==> src/rtl/fp_rf_pkg.sv <==
// Shared defaults and types for the multi-port FP register file.
package fp_rf_pkg;

    localparam int FP_DATA_W   = 32;
    localparam int FP_NUM_REGS = 32;
    localparam int FP_AW       = $clog2(FP_NUM_REGS);

    typedef logic [FP_DATA_W-1:0] fp_reg_t;
    typedef logic [FP_AW-1:0]     fp_addr_t;

endpackage

==> src/rtl/fp_rf_scoreboard.sv <==
// Pending-write scoreboard: per-register busy bits, registered busy count and WAW issue stall.
module fp_rf_scoreboard #(
    parameter  int NUM_REGS = 32,
    parameter  int NUM_WR   = 2,
    localparam int AW       = $clog2(NUM_REGS),
    localparam int CW       = AW + 1
) (
    input  logic                 clk,
    input  logic                 rst_n,
    input  logic [NUM_WR-1:0]    wr_en,
    input  logic [NUM_WR-1:0]    wr_clr,
    input  logic [NUM_WR*AW-1:0] wr_addr,
    input  logic                 iss_en,
    input  logic [AW-1:0]        iss_rd,
    output logic                 iss_stall,
    output logic [NUM_REGS-1:0]  busy,
    output logic [CW-1:0]        busy_cnt
);

    logic [NUM_REGS-1:0] busy_next;
    logic [CW-1:0]       cnt_next;
    logic [NUM_WR-1:0]   clr_hit;
    logic                iss_ok;

    // Stall looks only at registered busy state, so a same-cycle retire never lifts it.
    assign iss_stall = iss_en & busy[iss_rd];
    assign iss_ok    = iss_en & ~busy[iss_rd];

    always_comb begin
        busy_next = busy;
        clr_hit   = '0;
        for (int k = 0; k < NUM_WR; k++) begin
            if (wr_en[k] && wr_clr[k]) begin
                clr_hit[k] = busy[wr_addr[k*AW +: AW]];
                busy_next[wr_addr[k*AW +: AW]] = 1'b0;
            end
        end
        // Two ports retiring the same register must only decrement once.
        for (int k = 1; k < NUM_WR; k++) begin
            for (int j = 0; j < k; j++) begin
                if (wr_en[j] && wr_clr[j] && (wr_addr[j*AW +: AW] == wr_addr[k*AW +: AW])) begin
                    clr_hit[k] = 1'b0;
                end
            end
        end
        // An accepted issue targets a non-busy register, so applying it last makes set win.
        if (iss_ok) begin
            busy_next[iss_rd] = 1'b1;
        end
        cnt_next = busy_cnt + CW'(iss_ok);
        for (int k = 0; k < NUM_WR; k++) begin
            cnt_next = cnt_next - CW'(clr_hit[k]);
        end
    end

    always_ff @(posedge clk or negedge rst_n) begin
        if (!rst_n) begin
            busy     <= '0;
            busy_cnt <= '0;
        end else begin
            busy     <= busy_next;
            busy_cnt <= cnt_next;
        end
    end

endmodule

==> src/rtl/id_fp_regfile_mp.sv <==
// Multi-port FP register file for ID with pending-write scoreboard.
// Define FP_RF_BYPASS_EN to forward same-cycle write data and clears to the read ports.
module id_fp_regfile_mp
    import fp_rf_pkg::*;
#(
    parameter  int DATA_W   = FP_DATA_W,
    parameter  int NUM_REGS = FP_NUM_REGS,
    parameter  int NUM_RD   = 3,
    parameter  int NUM_WR   = 2,
    localparam int AW       = $clog2(NUM_REGS)
) (
    input  logic                     clk,
    input  logic                     rst_n,
    input  logic [NUM_RD*AW-1:0]     rd_addr_i,
    output logic [NUM_RD*DATA_W-1:0] rd_data_o,
    output logic [NUM_RD-1:0]        rd_busy_o,
    input  logic [NUM_WR-1:0]        wr_en_i,
    input  logic [NUM_WR*AW-1:0]     wr_addr_i,
    input  logic [NUM_WR*DATA_W-1:0] wr_data_i,
    input  logic [NUM_WR-1:0]        wr_clr_i,
    input  logic                     iss_en_i,
    input  logic [AW-1:0]            iss_rd_i,
    output logic                     iss_stall_o,
    output logic [AW:0]              busy_cnt_o
);

    logic [DATA_W-1:0]   regs [NUM_REGS];
    logic [NUM_REGS-1:0] busy;
    logic [AW-1:0]       ra;
`ifdef FP_RF_BYPASS_EN
    logic [AW-1:0]       wa;
`endif

    fp_rf_scoreboard #(
        .NUM_REGS (NUM_REGS),
        .NUM_WR   (NUM_WR)
    ) u_scoreboard (
        .clk       (clk),
        .rst_n     (rst_n),
        .wr_en     (wr_en_i),
        .wr_clr    (wr_clr_i),
        .wr_addr   (wr_addr_i),
        .iss_en    (iss_en_i),
        .iss_rd    (iss_rd_i),
        .iss_stall (iss_stall_o),
        .busy      (busy),
        .busy_cnt  (busy_cnt_o)
    );

    // Later ports are assigned last, so the late FDIV/FSQRT writeback wins an address collision.
    always_ff @(posedge clk or negedge rst_n) begin
        if (!rst_n) begin
            for (int i = 0; i < NUM_REGS; i++) begin
                regs[i] <= '0;
            end
        end else begin
            for (int k = 0; k < NUM_WR; k++) begin
                if (wr_en_i[k]) begin
                    regs[wr_addr_i[k*AW +: AW]] <= wr_data_i[k*DATA_W +: DATA_W];
                end
            end
        end
    end

    always_comb begin
        rd_data_o = '0;
        rd_busy_o = '0;
        ra        = '0;
`ifdef FP_RF_BYPASS_EN
        wa        = '0;
`endif
        for (int r = 0; r < NUM_RD; r++) begin
            ra = rd_addr_i[r*AW +: AW];
            rd_data_o[r*DATA_W +: DATA_W] = regs[ra];
            rd_busy_o[r] = busy[ra];
`ifdef FP_RF_BYPASS_EN
            for (int k = 0; k < NUM_WR; k++) begin
                wa = wr_addr_i[k*AW +: AW];
                if (wr_en_i[k] && (wa == ra)) begin
                    rd_data_o[r*DATA_W +: DATA_W] = wr_data_i[k*DATA_W +: DATA_W];
                    if (wr_clr_i[k]) begin
                        rd_busy_o[r] = 1'b0;
                    end
                end
            end
`endif
        end
    end

endmodule

==> config.mk <==
export PLATFORM = sky130hd
export DESIGN_NAME = id_fp_regfile_mp
export DESIGN_NICKNAME = d
export VERILOG_FILES = /design/src/rtl/fp_rf_pkg.sv /design/src/rtl/fp_rf_scoreboard.sv /design/src/rtl/id_fp_regfile_mp.sv
export SDC_FILE = /design/constraint.sdc
export NUM_CORES = 2
export LEC_CHECK = 0
export BUFFER_PORTS_ARGS = -buffer_cell sky130_fd_sc_hd__buf_2
export CAP_MARGIN = 20
export CORE_UTILIZATION = 30
export DETAILED_ROUTE_END_ITERATION = 6
export MAX_ROUTING_LAYER = met4
export PLACE_DENSITY = 0.42
export SETUP_SLACK_MARGIN = 0.3
export SLEW_MARGIN = 20
export SYNTH_ARGS = -nofsm -noshare
export SYNTH_HDL_FRONTEND = slang
export SYNTH_SLANG_ARGS = --single-unit
export TNS_END_PERCENT = 20
==> constraint.sdc <==
create_clock -name clk -period 7.85 [get_ports clk]
set_input_delay 0.785 -clock clk [delete_from_list [all_inputs] [get_ports clk]]
set_output_delay 0.785 -clock clk [all_outputs]
set_load 0.02 [all_outputs]
**Yosys cells after proc, flatten, opt, wreduce, memory -nomap -nowiden**

Cells that the tools add are included.

- Order comparisons: 16
- Add/subtract/negate cells: 3
- Reduce and logical (&&, ||, !) cells: 8
- Multiplexer cells: 41
- Bitwise gates (word level): 13
- Equal/unequal tests: 1

Operators by type and width:

| kind | count |
|---|---|
| 1024-bit bitwise mux | 2 |
| 1024-bit two-way mux | 2 |
| 32-bit binary-select mux with 5-bit select | 3 |
| 32-bit two-way mux | 11 |
| 32-bit demux with 5-bit select | 2 |
| 32-bit AND | 2 |
| 32-bit NOT | 2 |
| 5-bit by 6-bit < comparator with 1-bit output, second input constant | 6 |
| 32-bit bitwise OR | 1 |
| 1-bit binary-select mux with 5-bit select | 6 |
| 6-bit greater-or-equal comparator, second input constant | 5 |
| 5-bit NOT with 6-bit output | 5 |
| 1-bit demux with 5-bit select | 3 |
| 5-bit by 1-bit greater-or-equal comparator with 1-bit output, second input constant | 3 |
| 6-bit by 1-bit < comparator with 1-bit output, second input constant | 2 |
| 1-bit two-way mux | 12 |
| 6-bit by 1-bit subtractor with 6-bit output | 2 |
| 1-bit logical AND | 8 |
| 6-bit by 1-bit adder with 6-bit output | 1 |
| 5-bit equality test | 1 |
| 1-bit AND | 2 |
| 1-bit NOT | 1 |

- Word-level logic and storage cells: 116
- Input port bits: 101
- Flip-flop bits (word level): 1,062
- Output and inout port bits: 106

**Depth between registers and ports, before layout**

- Depth in word-level cells: 11
- Gate-level depth with buffers: 16
- Depth with buffers taken out: 14

**Cells and area by module**

A second synthesis with hierarchy kept.

- Cell total of the unflattened synthesis: 8,589
- Area, all modules: 78,031.1 um^2

By module, submodules not included:

| module | seq. area each (um^2) | instances | cells each | area each (um^2) |
|---|---|---|---|---|
| id_fp_regfile_mp | 25,624.6 | 1 | 8,285 | 74,934.4 |
| fp_rf_scoreboard | 950.9 | 1 | 304 | 3,096.7 |

**Worst setup path before layout**

No wires, ideal clock.

- Path kind: input-to-reg
- Start: in iss_rd_i[0]
- End: reg u_scoreboard.busy_cnt[5]
- Stages: 15
- Buffers on the path: 1
- Arrival: 3.883 ns
- Setup time: 0.125 ns
- Setup slack: 3.842 ns
- Data required time: 7.725 ns
- Cells stage by stage: buf_2 -> mux4_2 -> a22oi_1 -> nand4_1 -> or2_2 -> fa_1 -> ha_1 -> inv_1 -> ha_1 -> inv_1 -> fa_1 -> inv_1 -> a21o_1 -> a21oi_1 -> xnor2_1

- Cells in the longest elaborated chain, start to end: 7

RTL lines:

| item | line | source |
|---|---|---|
| start, declared | id_fp_regfile_mp.sv:22 | `input logic [AW-1:0] iss_rd_i,` |
| 1-bit binary-select mux with 5-bit select | fp_rf_scoreboard.sv:27 | `assign iss_ok = iss_en & ~busy[iss_rd];` |
| 1-bit two-way mux (not written as such) | fp_rf_scoreboard.sv:27 |  |
| 1-bit NOT | fp_rf_scoreboard.sv:27 |  |
| 1-bit AND | fp_rf_scoreboard.sv:27 |  |
| 6-bit by 1-bit adder with 6-bit output | fp_rf_scoreboard.sv:50 | `cnt_next = busy_cnt + CW'(iss_ok);` |
| 6-bit by 1-bit subtractor with 6-bit output (2 in series) | fp_rf_scoreboard.sv:52 | `cnt_next = cnt_next - CW'(clr_hit[k]);` |
| named net u_scoreboard.cnt_next[5] | fp_rf_scoreboard.sv:21 | `logic [CW-1:0] cnt_next;` |
| end signal, assigned | fp_rf_scoreboard.sv:62 | `busy_cnt <= cnt_next;` |
| end, declared | fp_rf_scoreboard.sv:17 | `output logic [CW-1:0] busy_cnt` |

The timed path passes the listed nets, and every way through them passes these cells. The select of a mux whose other input is x is not followed.

**Worst setup path after layout**

- Start: in rd_addr_i[0]
- End: out rd_busy_o[0]

- Cells in the longest elaborated chain, start to end: 2

RTL lines:

| item | line | source |
|---|---|---|
| start, declared | id_fp_regfile_mp.sv:14 | `input logic [NUM_RD*AW-1:0] rd_addr_i,` |
| 1-bit binary-select mux with 5-bit select | id_fp_regfile_mp.sv:75 | `rd_busy_o[r] = busy[ra];` |
| 1-bit two-way mux (not written as such) | id_fp_regfile_mp.sv:75 |  |
| end, declared | id_fp_regfile_mp.sv:16 | `output logic [NUM_RD-1:0] rd_busy_o,` |

Every way passes these cells. The select of a mux whose other input is x is not followed.

==> key figures <==
Setup path
  – RR Startpoint: u_scoreboard.busy[31]
  – R2r endpoint: u_scoreboard.busy_cnt[5]
  – Reg2reg path depth: 14
  – CP arrival: 3.85 ns
  – CP endpoint kind: output port
  – Type of the worst setup path: input port to output port
  – Crit path required time: ~7 ns
  – Crit path launch type: input port
  – Crit-path max FO: 65
  – Reg2Reg Setup Slack: 4.07 ns

Floorplan
  – Num rows: between 150 and 200
  – Die H: 506 um
  – Area of the core: 0.252 mm2
  – Initial Util: 30.3%
  – Die width: 506 um
  – # IOs: 207
  – Die ar.: 0.256 mm2

Logic synthesis
  – Synthesized flop and latch total: about 1100
  – Syn Std Cell Area: 0.0762 mm2
  – Syn_nets: 6647
  – Ys flop type: dfrtp_1
  – Ys async rst share: 100%
  – Cell count after synthesis: 6538
  – Yosys warns: 0
  – Post-synth EDFFs: 0
  – Yosys top cell area share: 34.9%
  – Syn Area/Cell: roughly 12 um2
  – Area leader, netlist: dfrtp_1
  – Top post-synthesis cells by area: dfrtp_1, mux4_2, mux2i_1
  – Sequential area share after synthesis: between 30% and 40%
  – Netlist cell types: 54

Timing
  – Fin Hold WS: 0.419 ns
  – Fin crit share: 59.1%
  – Least-Margin Pin Slew: 1.22 ns
  – Final Hold Fails: 0
  – Max Slew Vio Count: 0
  – Rel. slew slack: 18.9%
  – Unrepaired setup endpoints after global routing: false
  – Setup TNS: 0 ns
  – Fmax: 216 MHz
  – Final setup fails: 0
  – Clk_skew: 0.0142 ns
  – Minimum clock period: about 4.6 ns

Placement
  – DP Wirelength: 191000 um
  – Routability cong.: around 0.84
  – PortBufs: 206

Drt
  – Iteration-0 DRC Markers: 6779
  – Vias: 57900
  – Met3 wire length: 25200 um
  – Residual DRC count: 0
  – Drt first pass iters: 6
  – Wirelength, routed: 335000 um
  – Post-DRT Antenna Nets: 0
  – Metal-1 WL: 144000 um
  – Uppermost layer routed: met4
  – Vias/cell: 5.97
  – Met2 Routed Length: 155000 um
  – WL/cell: ~35 um

Cells and area
  – Fraction of layout cells with a size suffix above 1: 21.3%
  – Area added between synthesis and finish: 10.2%
  – Nets: 6339

Hold path
  – Hold Crit Class: input port to flip-flop
  – Hold EP: u_scoreboard.busy[18]
  – Hold Startpoint: iss_rd_i[3]
  – Hold depth: 4

Run
  – Max cap viols: 0

Global routing
  – First-pass GRT wire length: 468000 um
  – Largest net degree at the start of global routing: 156
  – Number of global-route vias before repair: 56200
  – Gr usage total: 26.6%
  – Initial antenna violation count: 21
  – Gr ovfl total: 0

CTS
  – CTS tree: yes
  – CTS Buffer Depth: 3
  – H-tree depth: 4
  – Clk slew on worst S/H paths: 0.06 ns
  – Clock root cell: clkbuf_16
  – Clock buffer count from CTS: 139
  – Setup Fix Bufs, Post-CTS: 0
  – Clock sinks: around 1100
  – Clk Latency, worst-skew pair: 0.81 ns

Power
  – VDD IR-drop max: 0.247 mV
  – PD cells: 260 mW/mm2
  – Pleak: between 30 and 40 nW

Outcome
  – Outcome: completed
[logic make-up after synthesis]
family,Yosys count,share of synthesized area (%)
DFF,1062,34.9
adders and majority gates,8,0.151
AOI/OAI and AO/OA,1308,9.43
and+or+nand+nor,1207,6.32
xor gates and xnor gates,9,0.103
buffers and inverters,802,5.17
muxes,2142,44.0
[worst max path at each step]
stage / cells past startpoint / end / startpoint
final: 6 / rd_busy_o[0] / rd_addr_i[0]
after global routing: 6 / rd_busy_o[0] / rd_addr_i[0]
after CTS: 6 / rd_busy_o[0] / rd_addr_i[0]
after detailed placement: 6 / rd_busy_o[0] / rd_addr_i[0]
after global placement: 15 / u_scoreboard.busy_cnt[5] / wr_addr_i[5]
after floorplan: 15 / u_scoreboard.busy_cnt[5] / iss_rd_i[0]
[per-stage QoR]
stage	worst slack [ns]	cells	utilization [%]	power [mW]	area (um2)
final	3.21	9692	33.4	21.8	84000
after global routing	3.11	9690	33.4	22.9	84000
after CTS	3.16	9685	33.4	21.9	84000
after detailed placement	3.18	9436	31.6	15.3	79500
after global placement	3.21	9433	31.5	15.1	79400
after floorplan	3.84	6538	-	13.2	76200
[layout by cell type, fill, tap and decap left out, drive strengths merged, types with 3 or more instances in the layout]
cell type and instances:
diode 7, clkbuf 220, o221ai 20, and2 6, a22oi 104, and3b 10, nor3b 12, o22ai 12
xnor2 8, mux2i 1232, and3 5, clkinv 19, buf 332, a21oi 870, nor2 888, inv 24
or3b 5, nand2 241, mux4 910, nor2b 8, bufinv 4, o21a 99, nand4 3, ha 6
o2bb2ai 3, o21ai 190, nor3 15, dfrtp 1062, nand3b 8
[state kept, by name, indices dropped and copies added (netlist names)]
register / count
regs: 1024
u_scoreboard.busy: 32
u_scoreboard.busy_cnt: 6
[area by class of cell]
cell class	instances	area, um2
fillers	25000	168000
multi-input cells	4674	46200
flip-flops and latches	1062	26600
well taps	3348	4190
clock buffers	217	4160
repair buffers	336	2450
clock inverters	31	378
inverters	17	63.8
diodes	7	17.5
[worst max-delay path, cell delays in order]
cell,delay [ns]
buf_8,0.69
buf_4,0.66
mux4_4,0.71
mux4_2,0.48
o21a_1,0.22
buf_2,0.17
[Yosys cell counts (6+ instances only)]
master    instances
mux2i_1        1232
dfrtp_1        1062
nor2_1          878
a21oi_1         870
mux4_2          725
clkbuf_1        473
nand2_1         241
mux4_1          179
o21ai_0         158
buf_2           137
a22oi_1         104
o21a_1           99
buf_1            63
buf_4            54
buf_6            34
o21ai_1          32
o221ai_1         20
inv_1            17
buf_12           15
nor3_1           15
o22ai_1          12
and3b_1          10
nor2_2           10
nor3b_1           9
nand3b_1          8
nor2b_1           8
xnor2_1           8
ha_1              6
mux4_4            6
[report_power, final]
part / total, mW / leakage (nW) / internal, mW / switching (mW)
Combinational: 6.68 / 20.7 / 3.74 / 2.94
Clock: 6.54 / 2.22 / 3.78 / 2.76
Sequential: 8.62 / 12.7 / 6.99 / 1.63
[per-layer routing]
metal,track usage [%],up-vias
met2,40.8,2715
met1,35.4,30400
met4,7.96,0
li1,-,24300
met5,-,-
met3,5.25,535
[what timing repair did]
item,CTS,global route
resized for setup,0,0
endpoints found under the setup margin,0,0
hold endpoints to repair,47,0
hold buffers,1,0
Note: power is estimated with default switching activity, not from simulation.
